## src/rtl/nanov_load_serializer_if.sv

```systemverilog
// rtl/nanov_load_serializer_if.sv - memory-read / serial register-write bus for the load serializer
interface nanov_load_serializer_if #(
  parameter int XLEN       = 32,
  parameter int REG_ADDR_W = 4
);
  logic                  start;
  logic [2:0]            funct3;
  logic [1:0]            addr_lo;
  logic [REG_ADDR_W-1:0] rd_in;
  logic [XLEN-1:0]       mem_data;
  logic                  mem_valid;
  logic                  pause;
  logic                  busy;
  logic [REG_ADDR_W-1:0] rd;
  logic                  wr_en;
  logic                  data_rd;
  logic [4:0]            counter;
  logic                  done;
  logic                  err;

  modport master (
    output start, funct3, addr_lo, rd_in, mem_data, mem_valid, pause,
    input  busy, rd, wr_en, data_rd, counter, done, err
  );

  modport slave (
    input  start, funct3, addr_lo, rd_in, mem_data, mem_valid, pause,
    output busy, rd, wr_en, data_rd, counter, done, err
  );
endinterface

```

## src/rtl/nanov_load_serializer.sv

```systemverilog
// rtl/nanov_load_serializer.sv - parallel load word to LSB-first serial register write (option: NANOV_LOAD_MISALIGN_ERR_EN)
module nanov_load_serializer #(
  parameter int XLEN       = 32,
  parameter int REG_ADDR_W = 4
) (
  input  logic                    clk,
  input  logic                    rstn,
  nanov_load_serializer_if.slave  bus
);
  typedef enum logic [1:0] {ST_IDLE, ST_WAIT, ST_SHIFT} state_e;

  state_e                state_q, state_d;
  logic [2:0]            funct3_q, funct3_d;
  logic [1:0]            addr_lo_q, addr_lo_d;
  logic [REG_ADDR_W-1:0] rd_q, rd_d;
  logic [XLEN-1:0]       word_q, word_d;
  logic [4:0]            counter_q, counter_d;
  logic [XLEN-1:0]       ext_word;
  logic [XLEN-1:0]       lane_b;
  logic [XLEN-1:0]       lane_h;
  logic                  wr_en;
  logic                  done;

`ifdef NANOV_LOAD_MISALIGN_ERR_EN
  logic err_q, err_d;
  logic misaligned;

  // Halfword loads need an even offset, word-class loads need offset 0.
  assign misaligned = ((bus.funct3[1:0] == 2'b01) && bus.addr_lo[0]) ||
                      (bus.funct3[1] && (bus.addr_lo != 2'b00));
  assign bus.err = err_q;
`else
  assign bus.err = 1'b0;
`endif

  // Lane select and RV32 sign/zero extension of the raw memory word.
  always_comb begin
    lane_b   = bus.mem_data >> {addr_lo_q, 3'b000};
    lane_h   = bus.mem_data >> {addr_lo_q[1], 4'b0000};
    ext_word = bus.mem_data;
    case (funct3_q)
      3'b000:  ext_word = {{24{lane_b[7]}}, lane_b[7:0]};
      3'b100:  ext_word = {24'd0, lane_b[7:0]};
      3'b001:  ext_word = {{16{lane_h[15]}}, lane_h[15:0]};
      3'b101:  ext_word = {16'd0, lane_h[15:0]};
      default: ext_word = bus.mem_data;
    endcase
  end

  // Next-state and serial-write control.
  always_comb begin
    state_d   = state_q;
    funct3_d  = funct3_q;
    addr_lo_d = addr_lo_q;
    rd_d      = rd_q;
    word_d    = word_q;
    counter_d = counter_q;
    wr_en     = 1'b0;
    done      = 1'b0;
`ifdef NANOV_LOAD_MISALIGN_ERR_EN
    err_d     = 1'b0;
`endif
    case (state_q)
      ST_IDLE: begin
        if (bus.start) begin
          funct3_d  = bus.funct3;
          addr_lo_d = bus.addr_lo;
          rd_d      = bus.rd_in;
`ifdef NANOV_LOAD_MISALIGN_ERR_EN
          if (misaligned) err_d = 1'b1;
          else            state_d = ST_WAIT;
`else
          state_d   = ST_WAIT;
`endif
        end
      end
      ST_WAIT: begin
        if (bus.mem_valid) begin
          word_d    = ext_word;
          counter_d = 5'd0;
          state_d   = ST_SHIFT;
        end
      end
      ST_SHIFT: begin
        if (!bus.pause) begin
          wr_en = 1'b1;
          if (counter_q == 5'd31) begin
            done      = 1'b1;
            counter_d = 5'd0;
            state_d   = ST_IDLE;
          end else begin
            counter_d = counter_q + 5'd1;
          end
        end
      end
      default: state_d = ST_IDLE;
    endcase
  end

  // State and datapath registers with synchronous active-low reset.
  always_ff @(posedge clk) begin
    if (!rstn) begin
      state_q   <= ST_IDLE;
      funct3_q  <= 3'd0;
      addr_lo_q <= 2'd0;
      rd_q      <= '0;
      word_q    <= '0;
      counter_q <= 5'd0;
`ifdef NANOV_LOAD_MISALIGN_ERR_EN
      err_q     <= 1'b0;
`endif
    end else begin
      state_q   <= state_d;
      funct3_q  <= funct3_d;
      addr_lo_q <= addr_lo_d;
      rd_q      <= rd_d;
      word_q    <= word_d;
      counter_q <= counter_d;
`ifdef NANOV_LOAD_MISALIGN_ERR_EN
      err_q     <= err_d;
`endif
    end
  end

  assign bus.busy    = (state_q != ST_IDLE);
  assign bus.rd      = rd_q;
  assign bus.counter = counter_q;
  assign bus.data_rd = word_q[counter_q];
  assign bus.wr_en   = wr_en;
  assign bus.done    = done;
endmodule

```

## src/flat_wrapper.sv

```systemverilog
// flat-port wrapper written by rule: the top's interface ports become plain ports
module nanov_load_serializer_flat 
#(
  parameter int XLEN       = 32,
  parameter int REG_ADDR_W = 4
)
  (clk, rstn, bus_start, bus_funct3, bus_addr_lo, bus_rd_in, bus_mem_data, bus_mem_valid, bus_pause, bus_busy, bus_rd, bus_wr_en, bus_data_rd, bus_counter, bus_done, bus_err);
  nanov_load_serializer_if #(.XLEN(XLEN), .REG_ADDR_W(REG_ADDR_W)) bus_i ();
  input  logic clk;
  input  logic rstn;
  input wire logic [$bits(bus_i.start)-1:0] bus_start;
  input wire logic [$bits(bus_i.funct3)-1:0] bus_funct3;
  input wire logic [$bits(bus_i.addr_lo)-1:0] bus_addr_lo;
  input wire logic [$bits(bus_i.rd_in)-1:0] bus_rd_in;
  input wire logic [$bits(bus_i.mem_data)-1:0] bus_mem_data;
  input wire logic [$bits(bus_i.mem_valid)-1:0] bus_mem_valid;
  input wire logic [$bits(bus_i.pause)-1:0] bus_pause;
  output wire logic [$bits(bus_i.busy)-1:0] bus_busy;
  output wire logic [$bits(bus_i.rd)-1:0] bus_rd;
  output wire logic [$bits(bus_i.wr_en)-1:0] bus_wr_en;
  output wire logic [$bits(bus_i.data_rd)-1:0] bus_data_rd;
  output wire logic [$bits(bus_i.counter)-1:0] bus_counter;
  output wire logic [$bits(bus_i.done)-1:0] bus_done;
  output wire logic [$bits(bus_i.err)-1:0] bus_err;
  assign bus_i.start = bus_start;
  assign bus_i.funct3 = bus_funct3;
  assign bus_i.addr_lo = bus_addr_lo;
  assign bus_i.rd_in = bus_rd_in;
  assign bus_i.mem_data = bus_mem_data;
  assign bus_i.mem_valid = bus_mem_valid;
  assign bus_i.pause = bus_pause;
  assign bus_busy = bus_i.busy;
  assign bus_rd = bus_i.rd;
  assign bus_wr_en = bus_i.wr_en;
  assign bus_data_rd = bus_i.data_rd;
  assign bus_counter = bus_i.counter;
  assign bus_done = bus_i.done;
  assign bus_err = bus_i.err;
  nanov_load_serializer #(.XLEN(XLEN), .REG_ADDR_W(REG_ADDR_W)) u_core (.clk(clk), .rstn(rstn), .bus(bus_i));
endmodule
```

## config.mk

```make
export PLATFORM = sky130hd
export DESIGN_NAME = nanov_load_serializer_flat
export DESIGN_NICKNAME = d
export VERILOG_FILES = /design/src/rtl/nanov_load_serializer_if.sv /design/src/rtl/nanov_load_serializer.sv /design/src/flat_wrapper.sv
export SDC_FILE = /design/constraint.sdc
export NUM_CORES = 1
export LEC_CHECK = 0
export CAP_MARGIN = 20
export CORE_AREA = 3 3 75 77
export CTS_CLUSTER_SIZE = 25
export DETAILED_ROUTE_END_ITERATION = 6
export DIE_AREA = 0 0 78 80
export GPL_ROUTABILITY_DRIVEN = 0
export PLACE_DENSITY_LB_ADDON = 0.12
export SYNTH_ARGS = -nofsm -noshare
export SYNTH_HDL_FRONTEND = slang
export SYNTH_SLANG_ARGS = --single-unit
```

## constraint.sdc

```tcl
create_clock -name clk -period 3.5 [get_ports clk]
set_clock_uncertainty 0.2 [all_clocks]
set_input_delay 0.525 -clock clk [delete_from_list [all_inputs] [get_ports clk]]
set_output_delay 0.525 -clock clk [all_outputs]
set_load 0.05 [all_outputs]
```

=== Word level (Yosys, flattened, before mapping) ===
Cells that the tools add are included.
Widths: inputs -> output; s select.

* Input port bits: 46
* Output and inout port bits: 14
* Word-level logic and storage cells: 45
* Register bits after elaboration: 48

* Equality and inequality tests: 10
* Reductions and logical operators: 8
* Muxes and demuxes: 17
* Add/sub/neg operators: 1
* Order comparisons: 1
* Shift-type cells: 2

{| class="wikitable"
|+ Operators by type and width
! cell !! number
|-
| $pmux 32 s4 || 1
|-
| $shr 32x5->16 || 1
|-
| $shr 32x5->8 || 1
|-
| $mux 5 || 3
|-
| $pmux 5 s2 || 1
|-
| $mux 2 || 4
|-
| $eq 3x3->1 const B || 2
|-
| $lt 5x6->1 const B || 1
|-
| $mux 1 || 6
|-
| $ne 2x2->1 const B || 3
|-
| $pmux 2 s3 || 1
|-
| $add 5x1->5 const B || 1
|-
| $bmux 1 s5 || 1
|-
| $eq 5x5->1 const B || 1
|-
| $reduce_and 2->1 || 2
|-
| $reduce_and 4->1 || 1
|-
| $reduce_bool 2->1 || 2
|-
| $eq 3x1->1 const B || 1
|-
| $logic_not 3->1 || 1
|-
| $reduce_and 3->1 || 1
|-
| $eq 2x1->1 const B || 1
|-
| $eq 2x2->1 const B || 1
|-
| $logic_not 2->1 || 1
|-
| $ne 2x1->1 const B || 1
|}

=== Logic depth before layout (Yosys ltp) ===
* Depth in word-level cells: 4
* Depth in mapped cells: 7
* Gate-level depth less buffers: 7

=== Least setup slack after synthesis ===
OpenSTA, ideal clock, no wires.

* Kind: register to output
* Start point: register u_core.counter_q[1] (netlist: u_core.bus.counter[1])
* End point: output port bus_data_rd
* Stages on the path, launching flop included: 6
* Arrival: 2.302 ns
* Path slack: 0.473 ns
* Cell sequence: dfxtp_1 -> buf_2 -> mux2i_1 -> o41ai_1 -> a311oi_1 -> a32oi_1

* Longest elaborated chain between the ends: 2

{| class="wikitable"
|+ Ends and longest elaborated chain
! element !! line !! RTL
|-
| start, declared || nanov_load_serializer.sv:17 || <nowiki>logic [4:0] counter_q, counter_d;</nowiki>
|-
| start signal, assigned || nanov_load_serializer.sv:118 || <nowiki>counter_q <= counter_d;</nowiki>
|-
| $bmux 1 s5 || nanov_load_serializer.sv:128 || <nowiki>assign bus.data_rd = word_q[counter_q];</nowiki>
|-
| $mux 1 (not written as such) || nanov_load_serializer.sv:128 ||
|-
| end, declared || flat_wrapper.sv:21 || <nowiki>output wire logic [$bits(bus_i.data_rd)-1:0] bus_data_rd;</nowiki>
|}

Every way passes these cells. The select of a mux whose other input is x is not followed.

=== Worst setup path in the final report ===
* Start point: register u_core.counter_q[0] (netlist: u_core.bus.counter[0])
* End point: output port bus_data_rd

Same word-level chain as after synthesis.

==> results.py <==
metrics = {
    "status": {
        "status": "complete, no violations",
    },
    "routing": {
        "drtIter0Drc": 225,
        "ant_nets": 0,
        "remaining_drc_errors": 0,
        "wirelength_mm": 7.082,
        "wire_per_inst_um": 16.28,
        "viasPerCell": 5.818,
        "vias": 2531,
        "dr.pass1.iters": 4,
    },
    "sta": {
        "period_share_pct": 94.94,
        "rsz0062_at_grt": "false",
        "fin_tns_setup_ns": 0,
        "max-slew-margin-rel_pct": 48.97,
        "hold_violations": 0,
        "min_period_ns": 3.323,
        "drv_slew": 0,
        "tightest_slew_ns": 0.7654,
        "clock.fmax_mhz": 301.0,
        "setup-violations-final": 0,
    },
    "run": {
        "cap_violations": 0,
    },
    "clocking": {
        "cts_max_path_buffers": 2,
        "post-cts-setup-buffers": 0,
        "cts_resized": 0,
        "clk_latency_ns": 0.30,
        "tritoncts": "yes",
        "path_clk_slew_ns": 0.09,
        "root_buffer": "clkbuf_8",
        "cts_sinks": 48,
        "cts_hold_buf": 0,
        "h-tree-depth": 2,
        "cts_buffers": 5,
    },
    "power": {
        "power_frac_seq_pct": 50.9,
        "p_sw_uw": 360.6,
        "switching_share_pct": 29.97,
        "p_clk_share_pct": 27.8,
        "p_int_uw": 842.5,
        "leakagePower_nw": 1.271,
        "ir_worst_vdd_uv": 275.8,
        "power_density_mw_per_mm2": 357.0,
        "p_comb_share_pct": 21.3,
    },
    "die": {
        "die_x_um": 78,
        "io_pins": 60,
        "core-area_mm2": 0.005075,
        "start_util_pct": 53.13,
        "row_count": 26,
        "dieArea_mm2": 0.006240,
        "die_y_um": 80,
    },
    "critical_path": {
        "cp.depth": 5,
        "cp-start-kind": "register",
        "path_cells": "mux4_1 -> and3_1 -> a311oi_1 -> a32oi_1 -> clkdlybuf4s50_1",
        "critical_path.startpoint": "u_core.bus.counter[0]$_SDFFE_PN0P_",
        "reg2reg_depth": 5,
        "rrSetupSlack_ns": 1.10,
        "critPathMaxStageDelay_ns": 0.72,
        "worstPathArrival_ns": 2.60,
        "crit_family": "buffers and inverters",
        "cp_max_fo": 5,
        "worst_r2r_endpoint": "u_core.word_q[25]$_SDFFE_PN0P_",
        "critical_path_buf_inv_count": 1,
        "r2r_start": "u_core.addr_lo_q[1]$_SDFFE_PN0P_",
        "cp-end-kind": "output pin",
        "path_class": "register to output pin",
        "cp-endpoint": "bus_data_rd",
        "slowest_stage": "clkdlybuf4s50_1",
        "cp.required_ns": 2.77,
    },
    "synth": {
        "ys_seq_elements": 48,
        "syn_inst": 320,
        "synth_edf_count": 0,
        "syn_avg_cell_area_um2": 8.426,
        "syn-num-nets": 368,
        "synth_flop_cell": "dfxtp_1",
        "synth.distinct_cells": 51,
        "yosysWarningCount": 0,
        "netlist_area_mm2": 0.002696,
        "synthArstFlopShare_pct": 0,
        "ys_seq_area_share_pct": 35.64,
    },
    "global_route": {
        "antenna_found_initial": 0,
        "grt_pass1_vias": 2308,
        "track_usage_pct": 23.97,
        "overflow": 0,
        "grt_pass1_wl_mm": 11.72,
        "grt_max_degree": 29,
    },
    "finish": {
        "syn_to_final_growth_pct": 24.97,
        "drive_above_1_share_pct": 6.575,
        "fin_area_mm2": 0.003369,
        "fin_util_pct": 66.40,
        "most-common-layout-cells": "clkdlybuf4s50_1 (58), nand2_1 (53), dfxtp_1 (47), a21oi_1 (28), o21ai_0 (24)",
        "final_common_cell": "clkdlybuf4s50_1",
        "num_antenna_cells": 0,
        "nets": 412,
    },
    "min_path": {
        "hp-start": "u_core.word_q[0]$_SDFFE_PN0P_",
        "hold_class": "register to register",
    },
    "placed_design": {
        "hpwl_mm": 5.346,
        "io_buffers": 58,
        "place_area_mm2": 0.003281,
    },
}
[cell families after synthesis]
group | Yosys count | share of synthesized area (%)
AND/OR/NAND/NOR | 96 | 17.36
other | 1 | 0.1391
multiplexers | 28 | 13.83
adder cells (fa/ha/maj) | 2 | 0.9279
buffers and inverters | 40 | 6.589
AO/OA/AOI/OAI | 103 | 24.87
XOR/XNOR | 2 | 0.6498
flip-flops | 48 | 35.64
[worst register-to-register path: cells and delay by family (launching register included)]
kind	cells	cell delay, ns
AO/OA/AOI/OAI	3	0.92
buffers and inverters	1	0.30
flip-flops	1	0.58
multiplexers	1	0.26
[area by class of cell]
cell class                 count  area, um^2
fill                         439        1705
tap                           70       87.58
multi-input combinational    232        1558
sequential                    48       962.2
timing repair buffer          64       625.6
clock buffer                   5       68.82
clock inverter                 3       18.77
inverter                      13       48.80
[sequential cells by signal (all words and copies together), names as in the netlist]
signal / cells
u_core.bus.counter: 5
u_core.addr_lo_q: 2
u_core.funct3_q: 3
u_core.bus.rd: 4
u_core.word_q: 32
u_core.state_q: 2
[power groups by stage]
stage                     clock network [mW]  registers, mW  logic, mW
after detailed placement                   0          0.624      0.256
after global routing                   0.362          0.616      0.281
after floorplan                            0          0.618      0.155
final                                  0.334          0.612      0.257
after global placement                     0          0.622      0.254
after CTS                              0.338          0.611      0.257
[metal layers]
metal	GRT usage (%)	up-vias	share of wire (%)
met5	0	-	0
met4	5.070	0	1.1
met3	4.966	6	6.7
met2	39.55	86	49
met1	32.45	1198	43
li1	-	1241	-
[worst min-delay path by stage]
stage                                           to  cells after the start  slack [ns]
floorplan            u_core.word_q[9]$_SDFFE_PN0P_                      2        0.23
global placement     u_core.bus.rd[2]$_SDFFE_PN0P_                      2        0.25
detailed placement   u_core.word_q[0]$_SDFFE_PN0P_                      2        0.26
CTS                  u_core.word_q[0]$_SDFFE_PN0P_                      2        0.28
global route        u_core.word_q[10]$_SDFFE_PN0P_                      2        0.30
finish               u_core.word_q[0]$_SDFFE_PN0P_                      2        0.28
[cells in the mapped netlist, drive strengths merged, types with 4 or more instances]
cell type / n / area (um^2)
o221ai: 5 / 43.79
nand3b: 4 / 30.03
inv: 13 / 48.80
a21oi: 29 / 148.9
and3: 4 / 25.02
clkbuf: 13 / 48.80
mux2i: 20 / 200.2
a21boi: 16 / 120.1
buf: 14 / 80.07
o22ai: 7 / 43.79
nor2b: 7 / 43.79
and2: 5 / 31.28
a221o: 6 / 60.06
o21ai: 25 / 128.9
dfxtp: 48 / 960.9
nor2: 10 / 37.54
nand2: 53 / 198.9
mux4: 6 / 150.1
[per-stage QoR]
stage | hold WS [ns] | power (mW) | cells | worst slack, ns
3_5_place_dp | 0.2633 | 0.8800 | 427 | 0.4606
5_1_grt | 0.2966 | 1.260 | 435 | 0.05126
6_report | 0.2757 | 1.203 | 435 | 0.1772
2_1_floorplan | 0.2313 | 0.7728 | 320 | 0.4732
4_1_cts | 0.2761 | 1.206 | 435 | 0.1150
3_3_place_gp | 0.2524 | 0.8761 | 427 | 0.4831
Power figures use the tool's default switching activity.
